[config.mk]
export PLATFORM = sky130hd
export DESIGN_NAME = ascii_report_fmt
export DESIGN_NICKNAME = d
export VERILOG_FILES = /design/src/rtl/ascii_fmt_pkg.sv /design/src/rtl/bcd_to_ascii.sv /design/src/rtl/ascii_report_fmt.sv
export SDC_FILE = /design/constraint.sdc
export NUM_CORES = 1
export LEC_CHECK = 0
export CAP_MARGIN = 0
export CORE_MARGIN = 3
export CORE_UTILIZATION = 46
export DETAILED_ROUTE_END_ITERATION = 10
export GPL_ROUTABILITY_DRIVEN = 0
export PLACE_DENSITY = 0.68
export REMOVE_ABC_BUFFERS = 1
export SYNTH_ARGS = -nofsm -noshare
export SYNTH_HDL_FRONTEND = slang
export SYNTH_HIERARCHICAL = 1
export SYNTH_SLANG_ARGS = --single-unit
[constraint.sdc]
create_clock -name clk -period 2.25 [get_ports clk]
set_input_delay 0.3375 -clock clk [delete_from_list [all_inputs] [get_ports clk]]
set_output_delay 0.3375 -clock clk [all_outputs]
set_load 0.005 [all_outputs]
[src/rtl/ascii_fmt_pkg.sv]
// Shared types and character constants for the ASCII report formatter.
package ascii_fmt_pkg;

   typedef enum logic [2:0] {
      ST_IDLE,
      ST_LEAD,
      ST_LABEL,
      ST_COLON,
      ST_DIGIT,
      ST_SEP,
      ST_EOL_CR,
      ST_EOL_LF
   } fmt_state_t;

   localparam logic [7:0] CH_SPACE = 8'h20;
   localparam logic [7:0] CH_COLON = 8'h3A;
   localparam logic [7:0] CH_CR    = 8'h0D;
   localparam logic [7:0] CH_LF    = 8'h0A;
   localparam logic [7:0] CH_QMARK = 8'h3F;
   localparam logic [7:0] CH_ZERO  = 8'h30;

   function automatic int fmt_line_len(input int n_digits, input int group,
                                       input int label_len, input int crlf);
      return 1 + label_len + 1 + n_digits + (n_digits / group - 1) + ((crlf != 0) ? 2 : 1);
   endfunction

endpackage

[src/rtl/bcd_to_ascii.sv]
// One BCD nibble to its ASCII character; non-decimal nibbles render as '?'.
module bcd_to_ascii
   import ascii_fmt_pkg::*;
(
   input  logic [3:0] digit,
   input  logic       suppress,
   output logic [7:0] ascii
);

   always_comb begin
      if (digit > 4'd9)
         ascii = CH_QMARK;
      else if (suppress && digit == 4'd0)
         ascii = CH_SPACE;
      else
         ascii = CH_ZERO + {4'd0, digit};
   end

endmodule

[src/rtl/ascii_report_fmt.sv]
// Formats a packed BCD value as " <LABEL>:dd:dd:dd<EOL>" with a valid/ready byte stream.
// Leading-zero suppression is compiled in when ASCII_FMT_ZSUPP_EN is defined.
//
// state    | meaning
// IDLE     | waiting for start, out_valid low
// LEAD     | presenting the leading space
// LABEL    | presenting label characters, MSB character first
// COLON    | presenting the fixed ':' after the label
// DIGIT    | presenting one digit of the captured value
// SEP      | presenting the group separator
// EOL_CR   | presenting CR (CRLF builds only)
// EOL_LF   | presenting LF, transfer ends the line
module ascii_report_fmt
   import ascii_fmt_pkg::*;
#(
   parameter int          N_DIGITS  = 6,
   parameter int          GROUP     = 2,
   parameter int          LABEL_LEN = 4,
   parameter logic [63:0] LABEL     = "TIME",
   parameter logic [7:0]  SEP       = 8'h3A,
   parameter bit          CRLF      = 1'b0
)(
   input  logic                  clk,
   input  logic                  rst,
   input  logic                  start,
   input  logic [4*N_DIGITS-1:0] bcd_data,
   output logic [7:0]            out_data,
   output logic                  out_valid,
   input  logic                  out_ready,
   output logic                  busy,
   output logic                  done,
   output logic                  overrun
);

   // label left-justified so the next character is always the top byte
   localparam logic [63:0] LBL_INIT = LABEL << (8 * (8 - LABEL_LEN));

   fmt_state_t            state;
   logic [4*N_DIGITS-1:0] bcd_sh;
   logic [63:0]           lbl_sh;
   logic [3:0]            lbl_idx;
   logic [4:0]            dig_idx;
   logic [4:0]            grp_cnt;
   logic                  xfer;
   logic [3:0]            top_nib;
   logic                  dig_supp;
   logic [7:0]            dig_char;
   logic [7:0]            sep_char;

   assign xfer    = out_valid && out_ready;
   assign top_nib = bcd_sh[4*N_DIGITS-1 -: 4];

`ifdef ASCII_FMT_ZSUPP_EN
   logic       zs_active;
   logic [4:0] dig_idx_nxt;
   logic       next_last;
   logic       load_dig;

   always_comb begin
      dig_idx_nxt = (state == ST_COLON) ? 5'd0 : dig_idx + 5'd1;
      next_last   = (dig_idx_nxt == 5'(N_DIGITS - 1));
      dig_supp    = zs_active && !next_last;
      sep_char    = zs_active ? CH_SPACE : SEP;
      load_dig    = xfer && ((state == ST_COLON) || (state == ST_SEP) ||
                    (state == ST_DIGIT && dig_idx != 5'(N_DIGITS - 1) &&
                     grp_cnt != 5'(GROUP - 1)));
   end

   // suppression stays on until a nonzero nibble (including > 9) has been loaded
   always_ff @(posedge clk or posedge rst) begin
      if (rst)
         zs_active <= 1'b0;
      else if (state == ST_IDLE && start)
         zs_active <= 1'b1;
      else if (load_dig)
         zs_active <= zs_active && (top_nib == 4'd0);
   end
`else
   assign dig_supp = 1'b0;
   assign sep_char = SEP;
`endif

   bcd_to_ascii u_conv (
      .digit    (top_nib),
      .suppress (dig_supp),
      .ascii    (dig_char)
   );

   always_ff @(posedge clk or posedge rst) begin
      if (rst) begin
         state     <= ST_IDLE;
         out_data  <= 8'h00;
         out_valid <= 1'b0;
         busy      <= 1'b0;
         done      <= 1'b0;
         overrun   <= 1'b0;
         bcd_sh    <= '0;
         lbl_sh    <= '0;
         lbl_idx   <= 4'd0;
         dig_idx   <= 5'd0;
         grp_cnt   <= 5'd0;
      end else begin
         done    <= 1'b0;
         overrun <= 1'b0;
         if (state == ST_IDLE) begin
            if (start) begin
               bcd_sh    <= bcd_data;
               lbl_sh    <= LBL_INIT;
               lbl_idx   <= 4'd0;
               dig_idx   <= 5'd0;
               grp_cnt   <= 5'd0;
               state     <= ST_LEAD;
               out_data  <= CH_SPACE;
               out_valid <= 1'b1;
               busy      <= 1'b1;
            end
         end else begin
            if (start)
               overrun <= 1'b1;
            if (xfer) begin
               case (state)
                  ST_LEAD: begin
                     if (LABEL_LEN > 0) begin
                        state    <= ST_LABEL;
                        out_data <= lbl_sh[63:56];
                        lbl_sh   <= lbl_sh << 8;
                     end else begin
                        state    <= ST_COLON;
                        out_data <= CH_COLON;
                     end
                  end
                  ST_LABEL: begin
                     if (lbl_idx == 4'(LABEL_LEN - 1)) begin
                        state    <= ST_COLON;
                        out_data <= CH_COLON;
                     end else begin
                        lbl_idx  <= lbl_idx + 4'd1;
                        out_data <= lbl_sh[63:56];
                        lbl_sh   <= lbl_sh << 8;
                     end
                  end
                  ST_COLON: begin
                     state    <= ST_DIGIT;
                     dig_idx  <= 5'd0;
                     grp_cnt  <= 5'd0;
                     out_data <= dig_char;
                     bcd_sh   <= bcd_sh << 4;
                  end
                  ST_DIGIT: begin
                     if (dig_idx == 5'(N_DIGITS - 1)) begin
                        if (CRLF) begin
                           state    <= ST_EOL_CR;
                           out_data <= CH_CR;
                        end else begin
                           state    <= ST_EOL_LF;
                           out_data <= CH_LF;
                        end
                     end else if (grp_cnt == 5'(GROUP - 1)) begin
                        state    <= ST_SEP;
                        grp_cnt  <= 5'd0;
                        out_data <= sep_char;
                     end else begin
                        dig_idx  <= dig_idx + 5'd1;
                        grp_cnt  <= grp_cnt + 5'd1;
                        out_data <= dig_char;
                        bcd_sh   <= bcd_sh << 4;
                     end
                  end
                  ST_SEP: begin
                     state    <= ST_DIGIT;
                     dig_idx  <= dig_idx + 5'd1;
                     out_data <= dig_char;
                     bcd_sh   <= bcd_sh << 4;
                  end
                  ST_EOL_CR: begin
                     state    <= ST_EOL_LF;
                     out_data <= CH_LF;
                  end
                  ST_EOL_LF: begin
                     state     <= ST_IDLE;
                     out_data  <= 8'h00;
                     out_valid <= 1'b0;
                     busy      <= 1'b0;
                     done      <= 1'b1;
                  end
                  default: ;
               endcase
            end
         end
      end
   end

endmodule

==> metrics list, run 1 <==
- Maximum vdd drop: 655 µV
* RSZ-0062 raised after global routing: no
- In this run the tightest slew margin relative to its limit is 59.7%.
* Post-Syn Instances: 322
- Grt ovf: 0
- For this design the ratio of total power to cell area is 1400 nW/µm².
- The tree built by TritonCTS fans out to 59 sinks.
- The final layout contains 403 nets.
- Initial antenna violation count: 0
- In this run the core area contains 29 standard-cell rows.
- The worst hold path belongs to the class primary input to asynchronous set/reset pin.
* Antenna Nets Post-Route: 0
- The run finished with clean final reports.
- Based on the critical path, the design can be clocked at up to 0.499 GHz.
- Setup violations remaining at the end of the flow were counted as 0.
- Maximum net fanout on the critical path: 50
* Die area: 7770 µm²
- At the pin with the least slew margin, the transition time is 597 ps.
* Required time of the worst setup path: 2450 ps
* Area of all sequential standard cells: 1480 µm²
* Initial Util: 48.1%
- In this run, post-CTS hold repair placed 0 buffers.
- End of the worst register-to-register path: bcd_sh[2]
- The worst setup path is of the flop to flop kind.
- TritonCTS built the clock tree.
- The signal on the critical path passes through inv_1, ha_1, or4b_1, a21oi_2, nor3b_4, buf_12, nand3_1, o21ai_0.
* Number of library cell types mapped by synthesis: 54
- On the final layout, the worst hold slack is 350 ps.
* Worst reg2reg setup slack: 250 ps
* Critical path endpoint category: flop
- Commonest non-fill, non-tap cell in the layout: dfrtp_1
- Count of port buffers added during placement: 39
- Chip height: 88.2 µm
* Syn Std Cell Area: 3110 µm²
- During synthesis, Yosys emitted a total of 6 warnings.
* Count of flip-flops with a built-in enable after synthesis: 0
* Number of setup buffers added after CTS: 0
- The top cell types in the final layout, fill and taps aside, are dfrtp_1, nor2_1, clkdlybuf4s50_1, nand2_1, a21oi_1.
- CTS placed an instance of clkbuf_8 at the clock tree root.
- For the worst-skew pair, the clock arrives at the later sink with an insertion delay of 330 ps.
- Io pins: 40
- In the synthesized netlist the async set-or-reset flop fraction comes to 100%.
- STA classifies the critical path startpoint as a flop.
- Share of the clock period used by the worst path after layout: 89.1%
- The worst register-to-register path has a depth of 8.
- The H-tree was split into 3 levels.
- After floorplanning, the core was sized to cover 6460 µm².
- Counting I/O delays and the setup requirement, the final critical path takes 2000 ps.
* P&R area growth vs syn: 23.6%
* Clock edge transition at the registers on the reported setup and hold paths: 70 ps
- Number of clock buffers inserted by TritonCTS: 9
* Detailed Routing Iterations Pass 1: 4
- Slowest Stage Delay on Critical Path: 520 ps
- The most used flip-flop cell after synthesis is dfrtp_1.
- Once layout is done, the placed cells without fillers occupy 3840 µm².
- Summed over all layers, the routed wires come to 6190 µm.
* DRC Markers: 0
- For this run, the register share of the synthesized area comes to 47.5%.
- Number of synthesized register bits: 59
- After detailed routing, the average wire length per cell comes to 13.7 µm.
- Post-detailed-placement half-perimeter wirelength: 4410 µm
* # diodes: 0
- The clock passes through at most 2 buffers.
- Total track usage: 17.5%
- Resized Gates After CTS: 0
* Arrival time worst endpoint: 2200 ps
- Final max-slew violation count: 0
* Fill cells: 578
* CP max stage cell: or4b_1
* Maximum number of pins on one net before global-route repair: 51
- Cell leakage power: 1.63 nW
- Layout cell share with drive strength beyond 1: 13.1%
* Via count of the first global-routing pass: 2348
- Final hold violation count: 0
- Clock skew on the completed layout was measured at 10.4 ps.
- Instance area at placement: 3630 µm²
- Using the TritonRoute via totals, the vias-per-cell ratio works out to 5.52.
- Synthesized area divided by synthesized cell count: 9.64 µm²
* Detailed-route via count: 2493
* Number of maximum-capacitance violations: 0
* Initial DRC Count: 142
* Area of the multi-input gates: 1480 µm²
- The first global-routing pass estimated 10700 µm of wire.
- The die is 88.2 µm wide.
* Beginning of the worst register-to-register path: grp_cnt[1]
-- metal layers --
| metal | vias to the layer above | track usage (%) | share of wire, % |
|---|---|---|---|
| li1 | 1245 | - | - |
| met1 | 1172 | 23.5 | 48 |
| met2 | 67 | 27.7 | 46 |
| met3 | 9 | 3.29 | 4.6 |
| met4 | 0 | 7.42 | 1.6 |
| met5 | - | 0 | 0 |
-- where the power goes --
group	switching, mW	total [mW]	internal [mW]
combinational	1.40	2.62	1.22
clock	0.429	0.970	0.541
sequential	0.308	1.79	1.48
-- worst max path at each step --
stage	from	slack (ps)	endpoint	cells after the start
after floorplan	state[0]	-1330	bcd_sh[8]	3
after global placement	start	130	grp_cnt[3]	6
after detailed placement	start	100	bcd_sh[15]	7
after CTS	grp_cnt[1]	150	bcd_sh[9]	8
after global routing	grp_cnt[1]	90	bcd_sh[22]	8
final	grp_cnt[1]	250	bcd_sh[2]	8
-- registers in the layout, summed over array words and instances, names as in the netlist --
register  cells
done          1
grp_cnt       5
lbl_sh        7
lbl_idx       4
overrun       1
state         3
dig_idx       5
bcd_sh       24
busy          1
out_data      8
-- worst max-delay path, delay by kind of cell (launching register included) --
family	cells	cell delay [ps]
AO/OA/AOI/OAI	2	340
adder cells (fa/ha/maj)	1	150
buffers and inverters	2	260
flip-flops	1	410
AND/OR/NAND/NOR	3	710
-- area by class of cell --
class	count	area share, %
flip-flops and latches	59	38.5
well taps	77	2.51
clock inverters	6	1.70
inverters	9	0.880
clock buffers	10	3.59
repair buffers	55	14.3
multi-input cells	236	38.6
-- through the flow --
step	setup slack (ps)	power, mW	util, %	TNS (ps)	std cells
CTS	149	5.44	59.4	0	452
floorplan	-1330	3.52	-	-33750	304
global route	91.9	5.86	59.4	0	452
global placement	126	4.37	56.2	0	436
finish	246	5.38	59.4	0	452
detailed placement	99.0	4.43	56.2	0	436
-- cell usage after synthesis, types with 2 or more instances --
cell type,count,area [µm²]
buf_6,3,33.8
buf_2,6,30.0
a32o_1,4,40.0
dfrtp_1,59,1480
o21ai_0,20,100
clkbuf_1,3,11.3
conb_1,3,11.3
a22o_1,3,26.3
a21oi_2,3,26.3
mux2i_1,17,170
a21o_1,3,22.5
nor3_1,3,15.0
a21oi_1,27,135
ha_1,5,62.6
or4b_1,2,20.0
nand2_1,26,97.6
and3_1,3,18.8
nor2_1,45,169
nor2b_1,6,37.5
o31ai_1,3,22.5
a21o_2,2,17.5
nand3_1,11,55.1
nor4_1,3,18.8
buf_4,7,52.6
o21ai_1,2,10.0
o22a_1,4,35.0
inv_1,9,33.8
nand4_1,2,12.5
or3b_2,2,17.5
nand2b_1,5,31.3
xor2_1,3,26.3
o211ai_1,2,15.0
a22oi_1,5,37.5
-- logic make-up after synthesis --
kind of cell               after synthesis  synth area share (%)
AOI/OAI and AO/OA                       86                  18.1
DFF                                     59                  47.5
other                                    3                 0.363
adders and majority gates                5                  2.01
muxes                                   18                  5.84
buffers and inverters                   28                  5.20
and+or+nand+nor                        120                  20.1
xor gates and xnor gates                 3                 0.846
No activity file was read; power rests on OpenSTA's default activity.
==> run 2, diff against run 1 <==
Settings changed: CORE_UTILIZATION 46 to 55, PLACE_DENSITY 0.68 to 0.79.
==> run 2 against run 1 <==
Cell area grew 0.39%. Core utilization grew 14 points. Clock skew down 4.3 ps. Critical path depth shrank 3. Global-route usage rose by 5.2 points. Flip-flop and latch count is the same. Worst hold slack lost 11 ps. Combinational power about the same. Sequential share of layout area fell by 0.15 points. First-iteration DRC count rose by 29%. Non-clock buffer count is the same. Maximum frequency shrank 4.2%. Largest cell class unchanged. Largest power group unchanged.
==> metrics list, run 2 (same netlist as run 1, synthesis figures left out) <==
- Maximum buffer depth of the clock tree: 2 (unchanged)
* Number of maximum-capacitance violations: 0 (unchanged)
- The area of the die was 6580 µm² (-15%).
* Final max-slew violation count: 0 (unchanged)
- The transition time at the pin with the least slew margin is 665 ps (+68.4 ps).
- STA classifies the critical path endpoint as a flop.
- The height of the die was 81.1 µm (-8.0%).
* Result of the run: finished clean
* Total track usage: 22.7% (+5.2 points)
- Total of endpoints with negative setup slack in the final report: 0 (unchanged)
- Crit path to: lbl_sh[51]
* Buffer type at the clock tree root: clkbuf_8
* Beginning of the worst register-to-register path: state[0]
* Final hold violation count: 0 (unchanged)
* Kind of start point of the critical path: flop
* Maximum vdd drop: 917 µV (+40%)
- Highest achievable clock rate: 0.478 GHz (-4.2%)
- Number of clock buffers inserted by TritonCTS: 9 (unchanged)
- The number of hold buffers added after cts came to 0 (unchanged).
- Most frequent cell on the critical path: nor2_1
- Most flop-heavy register: bcd_sh
* Resized Gates After CTS: 0 (unchanged)
* Clock tree from TritonCTS: yes
- The power density over the cells came to 1440 nW/µm² (+2.9%).
- The number of flip-flops under the largest register name was 24 (unchanged).
- Clock Latency Late Sink: 330 ps (about the same)
- The time the worst path needs with I/O delays and setup was 2090 ps (+86.8 ps).
- CP max stage cell: dfrtp_1
- Number of cells on the worst reg-to-reg path: 5 (-3)
- The fraction of the cycle the final worst path needs was 92.9% (+3.9 points).
- The library cell used most frequently in the layout, excluding fill and tap cells, is dfrtp_1.
- The required time of the worst setup path is 2470 ps (+20 ps).
- The initial DRC count came to 183 (+29%).
- Count of clock tree sinks: 59 (unchanged)
- The area after detailed placement was 3620 µm² (-0.24%).
- Tracing the worst setup path back leads to its startpoint at state[0].
- The count of buffer and inverter cells on the critical path is 1 (-1).
- The worst hold path belongs to the class primary input to asynchronous set/reset pin.
- Number of setup buffers added after CTS: 0 (unchanged)
- The worst-case clock skew came to 6.11 ps (-4.33 ps).
* End of the worst register-to-register path: lbl_sh[51]
* Antenna Nets Post-Route: 0 (unchanged)
* Final Core Density: 73.1% (+14 points)
* Initial Util: 58.9% (+11 points)
* Maximum net fanout on the critical path: 12 (-76%)
* Max H-tree Level: 3 (unchanged)
- Slowest Stage Delay on Critical Path: 530 ps (about the same)
- Layout cell share with drive strength beyond 1: 13.1% (unchanged)
- The post-DP HPWL came to 4660 µm (+5.7%).
- The die boundary width was 81.1 µm (-8.0%).
- Io pins: 40 (unchanged)
* Critical Setup Path Class: flop to flop
* Final net count: 403 (unchanged)
* Most used cells in the layout excluding fill and tap cells: dfrtp_1, nor2_1, clkdlybuf4s50_1, nand2_1, a21oi_1
- # diodes: 0 (unchanged)
* Logic depth of the worst path, buffers included: 5 (-3)
- RSZ-0062 raised after global routing: no
- The total of buffers placed on input and output ports came to 39 (unchanged).
* CP cell instances: o311a_1, buf_4, nor2_1, nor2_1, o22a_1
- Maximum number of pins on one net before global-route repair: 41 (-20%)
- Detailed Routing Iterations Pass 1: 4 (unchanged)
- Arrival time worst endpoint: 2310 ps (+110 ps)
- Clock edge transition at the registers on the reported setup and hold paths: 70 ps (about the same)
- CP delay by family, top: compound AO/OA/AOI/OAI gates
- Slew margin rel.: 55.1% (-4.6 points)
- The number of vias per cell came to 5.70 (+3.4%).
* Grt ovf: 0 (unchanged)
- The site row count was 26 (-10%).
- Via count of the first global-routing pass: 2469 (+5.2%)
- Cell leakage power: 1.65 nW (+1.0%)
- Initial antenna violation count: 0 (unchanged)
* Final Cell Area: 3850 µm² (+0.39%)
* Worst reg2reg setup slack: 160 ps (-90 ps)
* Drt wl/cell: 14.7 µm (+7.7%)
* Detailed-route via count: 2537 (+1.8%)
- DRC Markers: 0 (unchanged)
* First-pass GRT wire length: 11400 µm (+6.9%)
- The wire length after detailed routing came to 6560 µm (+6.0%).
- Largest regs: bcd_sh (24), out_data (8), lbl_sh (7)
- The area growth from synthesis to layout is 24.1%.
* Core box area: 5270 µm² (-18%)
## run 2: cell count changes in the layout (fill, tap and decap cells not counted)
| cell | previous run | this run |
|---|---|---|
| clkinv_4 | 2 | 0 |
| bufinv_16 | 1 | 2 |
| clkbuf_8 | 10 | 11 |
| clkinv_2 | 2 | 3 |
| clkinvlp_4 | 1 | 0 |
## run 2: per-layer routing
layer,part of all wire (%),track usage (%),up-vias
met1,44,28.3,1209
li1,-,-,1239
met4,1.6,9.46,0
met3,5.3,6.54,12
met5,0,0,-
met2,49,36.9,77
## run 2: per-stage QoR
| stage | hold WS, ps | setup slack [ps] | TNS, ps | std cells | total power [mW] |
|---|---|---|---|---|---|
| after floorplan | 461 | -1330 | -33750 | 304 | 3.52 |
| after global placement | 453 | 118 | 0 | 429 | 4.35 |
| after detailed placement | 461 | -16.3 | -48.0 | 429 | 4.47 |
| after CTS | 347 | 114 | 0 | 445 | 5.58 |
| after global routing | 377 | 13.6 | 0 | 445 | 6.03 |
| final | 340 | 159 | 0 | 445 | 5.56 |
## run 2: cell type report
cell class                      instances  area [µm²]
Inverter                                9        33.8
Multi-Input combinational cell        236        1480
Clock inverter                          5        75.1
Sequential cell                        59        1480
Tap cell                               70        87.6
Clock buffer                           11         151
Timing Repair Buffer                   55         548
Fill cell                             405        1420
## run 2: worst min-delay path by stage
stage           startpoint     endpoint  slack [ps]
2_1_floorplan   lbl_sh[58]   lbl_sh[58]         460
3_3_place_gp   out_data[2]  out_data[2]         450
3_5_place_dp   out_data[0]  out_data[0]         460
4_1_cts                rst   dig_idx[1]         350
5_1_grt                rst   dig_idx[1]         380
6_report               rst   grp_cnt[0]         340
## run 2: power by group
| part | switching [mW] | total (mW) | internal, mW | leakage [nW] |
|---|---|---|---|---|
| clock network | 0.408 | 1.09 | 0.678 | 0.119 |
| registers | 0.360 | 1.84 | 1.48 | 0.712 |
| logic | 1.40 | 2.63 | 1.23 | 0.817 |
| total | 2.17 | 5.56 | 3.39 | 1.65 |
==> run 3, diff against run 2 <==
Settings changed: SETUP_SLACK_MARGIN set to 0.4.
Clock period 2.25 ns to 2.3 ns, I/O delays scaled along.
==> run 3 against run 2 <==
Flip-flop and latch count did not move. Critical endpoint is now dig_idx[3]. Register-to-register slack improved by 160 ps. Sequential power barely moved.
==> metrics list, run 3 (same netlist as run 1, synthesis figures left out) <==
- The run finished with clean final reports.
* Initial DRC Count: 192 (+4.9%)
- The wire length after detailed routing was 7880 µm (+20%).
- The setup slack of the critical path after layout was 322 ps (+162 ps).
- Maximum net fanout on the critical path: 7 (-5)
- The clock transition at the register clock pins on the worst setup and hold paths after CTS is 60 ps (about the same).
- The antenna violation net count after detailed routing came to 0 (unchanged).
- Setup clock skew after layout: 5.89 ps (-0.222 ps)
- Largest regs: bcd_sh (24), out_data (8), lbl_sh (7)
- Count of port buffers added during placement: 39 (unchanged)
- Most flop-heavy register: bcd_sh
* Maximum number of pins on one net before global-route repair: 40 (-2.4%)
- The required time of the worst setup path is 2530 ps (+60 ps).
* End of the worst register-to-register path: dig_idx[3]
* Detailed-route via count: 2786 (+9.8%)
* Detailed Routing Iterations Pass 1: 4 (unchanged)
- Min Clock Period, post-route: 1980 ps (-112 ps)
- The global-route wire length before repair is 12600 µm (+11%).
- Number of cells after detailed placement: 424 (-1.2%)
- Clock tree synthesis selected as its root buffer the cell clkbuf_8.
- Total of endpoints with negative setup slack in the final report: 0 (unchanged)
- Post-detailed-placement half-perimeter wirelength: 4560 µm (-2.2%)
- The sink count of the clock tree came to 59 (unchanged).
- Drt wl/cell: 17.1 µm (+16%)
- Grt ovf: 0 (unchanged)
- Cts-stage hold buffer count: 0 (unchanged)
* Number of cells on the worst reg-to-reg path: 8 (+3)
- The number of vias per cell was 6.04 (+6.0%).
- Commonest non-fill, non-tap cell in the layout: dfrtp_1
- Beginning of the worst register-to-register path: grp_cnt[1]
- The final total power is 6.56 mW (+18%).
- The number of placed I/O pins came to 40 (unchanged).
- Critical Setup Path Class: flop to flop
- Final hold violation count: 0 (unchanged)
- The area of the die was 6580 µm² (unchanged).
- Worst hold slack after final layout: 342 ps (+2.15 ps)
- The maximum ir drop on the vdd rail came to 1320 µV (+43%).
* Initial Util: 58.9% (unchanged)
- Worst reg2reg setup slack: 320 ps (+160 ps)
- Power density cells: 1520 nW/µm² (+5.7%)
- TritonCTS built the clock tree.
- Via count of the first global-routing pass: 2771 (+12%)
- Chip height: 81.1 µm (unchanged)
- # diodes: 0 (unchanged)
* Highest achievable clock rate: 0.506 GHz (+5.7%)
- The number of max-cap violations is 0 (unchanged).
* Kind of path behind the tightest hold check: primary input to asynchronous set/reset pin
- Layout cell share with drive strength beyond 1: 27.9% (+15 points)
- The area of the core region came to 5270 µm² (unchanged).
- Kind of start point of the critical path: flop
- Arrival time worst endpoint: 2210 ps (-100 ps)
- Total track usage: 25.2% (+2.6 points)
- The maximum clock insertion buffer count is 2 (unchanged).
- Row count: 26 (unchanged)
* DRC Markers: 0 (unchanged)
- Critical path endpoint category: flop
- Slew margin rel.: 61.7% (+6.6 points)
* P&R area growth vs syn: 38.4%
* RSZ-0062 raised after global routing: yes
- The number of pins exceeding their max-slew limit in the final report was 0 (unchanged).
- The initial antenna violation count is 0 (unchanged).
- The final net count was 419 (+4.0%).
- The number of CTS-inserted buffers is 9 (unchanged).
* Share of the clock period used by the worst path after layout: 86.0% (-6.9 points)
- The static leakage was 1.79 nW (+8.8%).
* Most used cells in the layout excluding fill and tap cells: dfrtp_1, clkdlybuf4s50_1, nor2_1, nand2_1, buf_4
- Chip width: 81.1 µm (unchanged)
* Pre-CTS setup slack: 73.3 ps (+89.7 ps)
- The total negative setup slack came to 0 ps (unchanged).
- The transition time at the pin with the least slew margin was 574 ps (-91.0 ps).
* Max FFs per register: 24 (unchanged)
- The H-tree depth is 3 (unchanged).
- The clock insertion delay at the later pin of the skew report is 340 ps (about the same).
- The filler-free cell count of the finished design was 461 (+3.6%).
-- run 3: cell count changes in the layout (fill, tap and decap cells not counted), moves of 6 or more --
cell / change
a21oi_1: -6
buf_4: +12
nor2_1: -19
nor2_2: +11
nor2_4: +8
o21ai_0: -6
-- run 3: through the flow --
step	cell area [µm²]	util, %
2_1_floorplan	2980	-
3_3_place_gp	3580	68.0
3_5_place_dp	3580	68.0
4_1_cts	4080	77.4
5_1_grt	4300	81.6
6_report	4300	81.6
-- run 3: area by class of cell --
class,count,area (µm²)
clock inverters,5,100
flip-flops and latches,59,1480
multi-input cells,236,1710
clock buffers,11,141
fillers,328,971
well taps,70,87.6
inverters,9,33.8
repair buffers,71,741
-- run 3: power by group --
part           leakage (nW)  total (mW)  internal [mW]  switching, mW
clock                 0.123        1.16          0.746          0.417
combinational         0.963        3.56           1.73           1.83
sequential            0.707        1.83           1.46          0.372
-- run 3: how the worst max path moves through the flow --
stage                from    endpoint  slack (ps)  cells after the start
6_report       grp_cnt[1]  dig_idx[3]         320                      8
5_1_grt        grp_cnt[1]  dig_idx[3]         260                      8
4_1_cts        grp_cnt[1]  dig_idx[4]         340                      8
3_5_place_dp        start   bcd_sh[3]          70                      7
3_3_place_gp        start  grp_cnt[3]         110                      6
2_1_floorplan    state[0]   bcd_sh[8]       -1280                      3
-- run 3: worst max-delay path, stage by stage, from the launching register on --
cell and delay [ps]:
dfrtp_1 380, inv_1 60, ha_2 160, or4b_4 500, a21oi_4 180, nor3b_4 70, buf_12 160, buf_12 130
a32o_1 210
-- run 3: timing repair --
action                                  CTS  global route
buffers inserted                          9             9
endpoints found under the setup margin   40            42
gates resized for setup                  33            37
pin swaps                                 3             7
cloned                                    3             0
-- run 3: per-layer routing --
layer | up-vias | global-route usage, % | wire length [µm] | share of wire [%]
met5 | - | 0 | 0 | 0
met4 | 0 | 12.2 | 250 | 3.2
met3 | 25 | 6.21 | 404 | 5.1
met2 | 87 | 42.5 | 4000 | 51
met1 | 1399 | 30.2 | 3220 | 41
li1 | 1275 | - | - | -
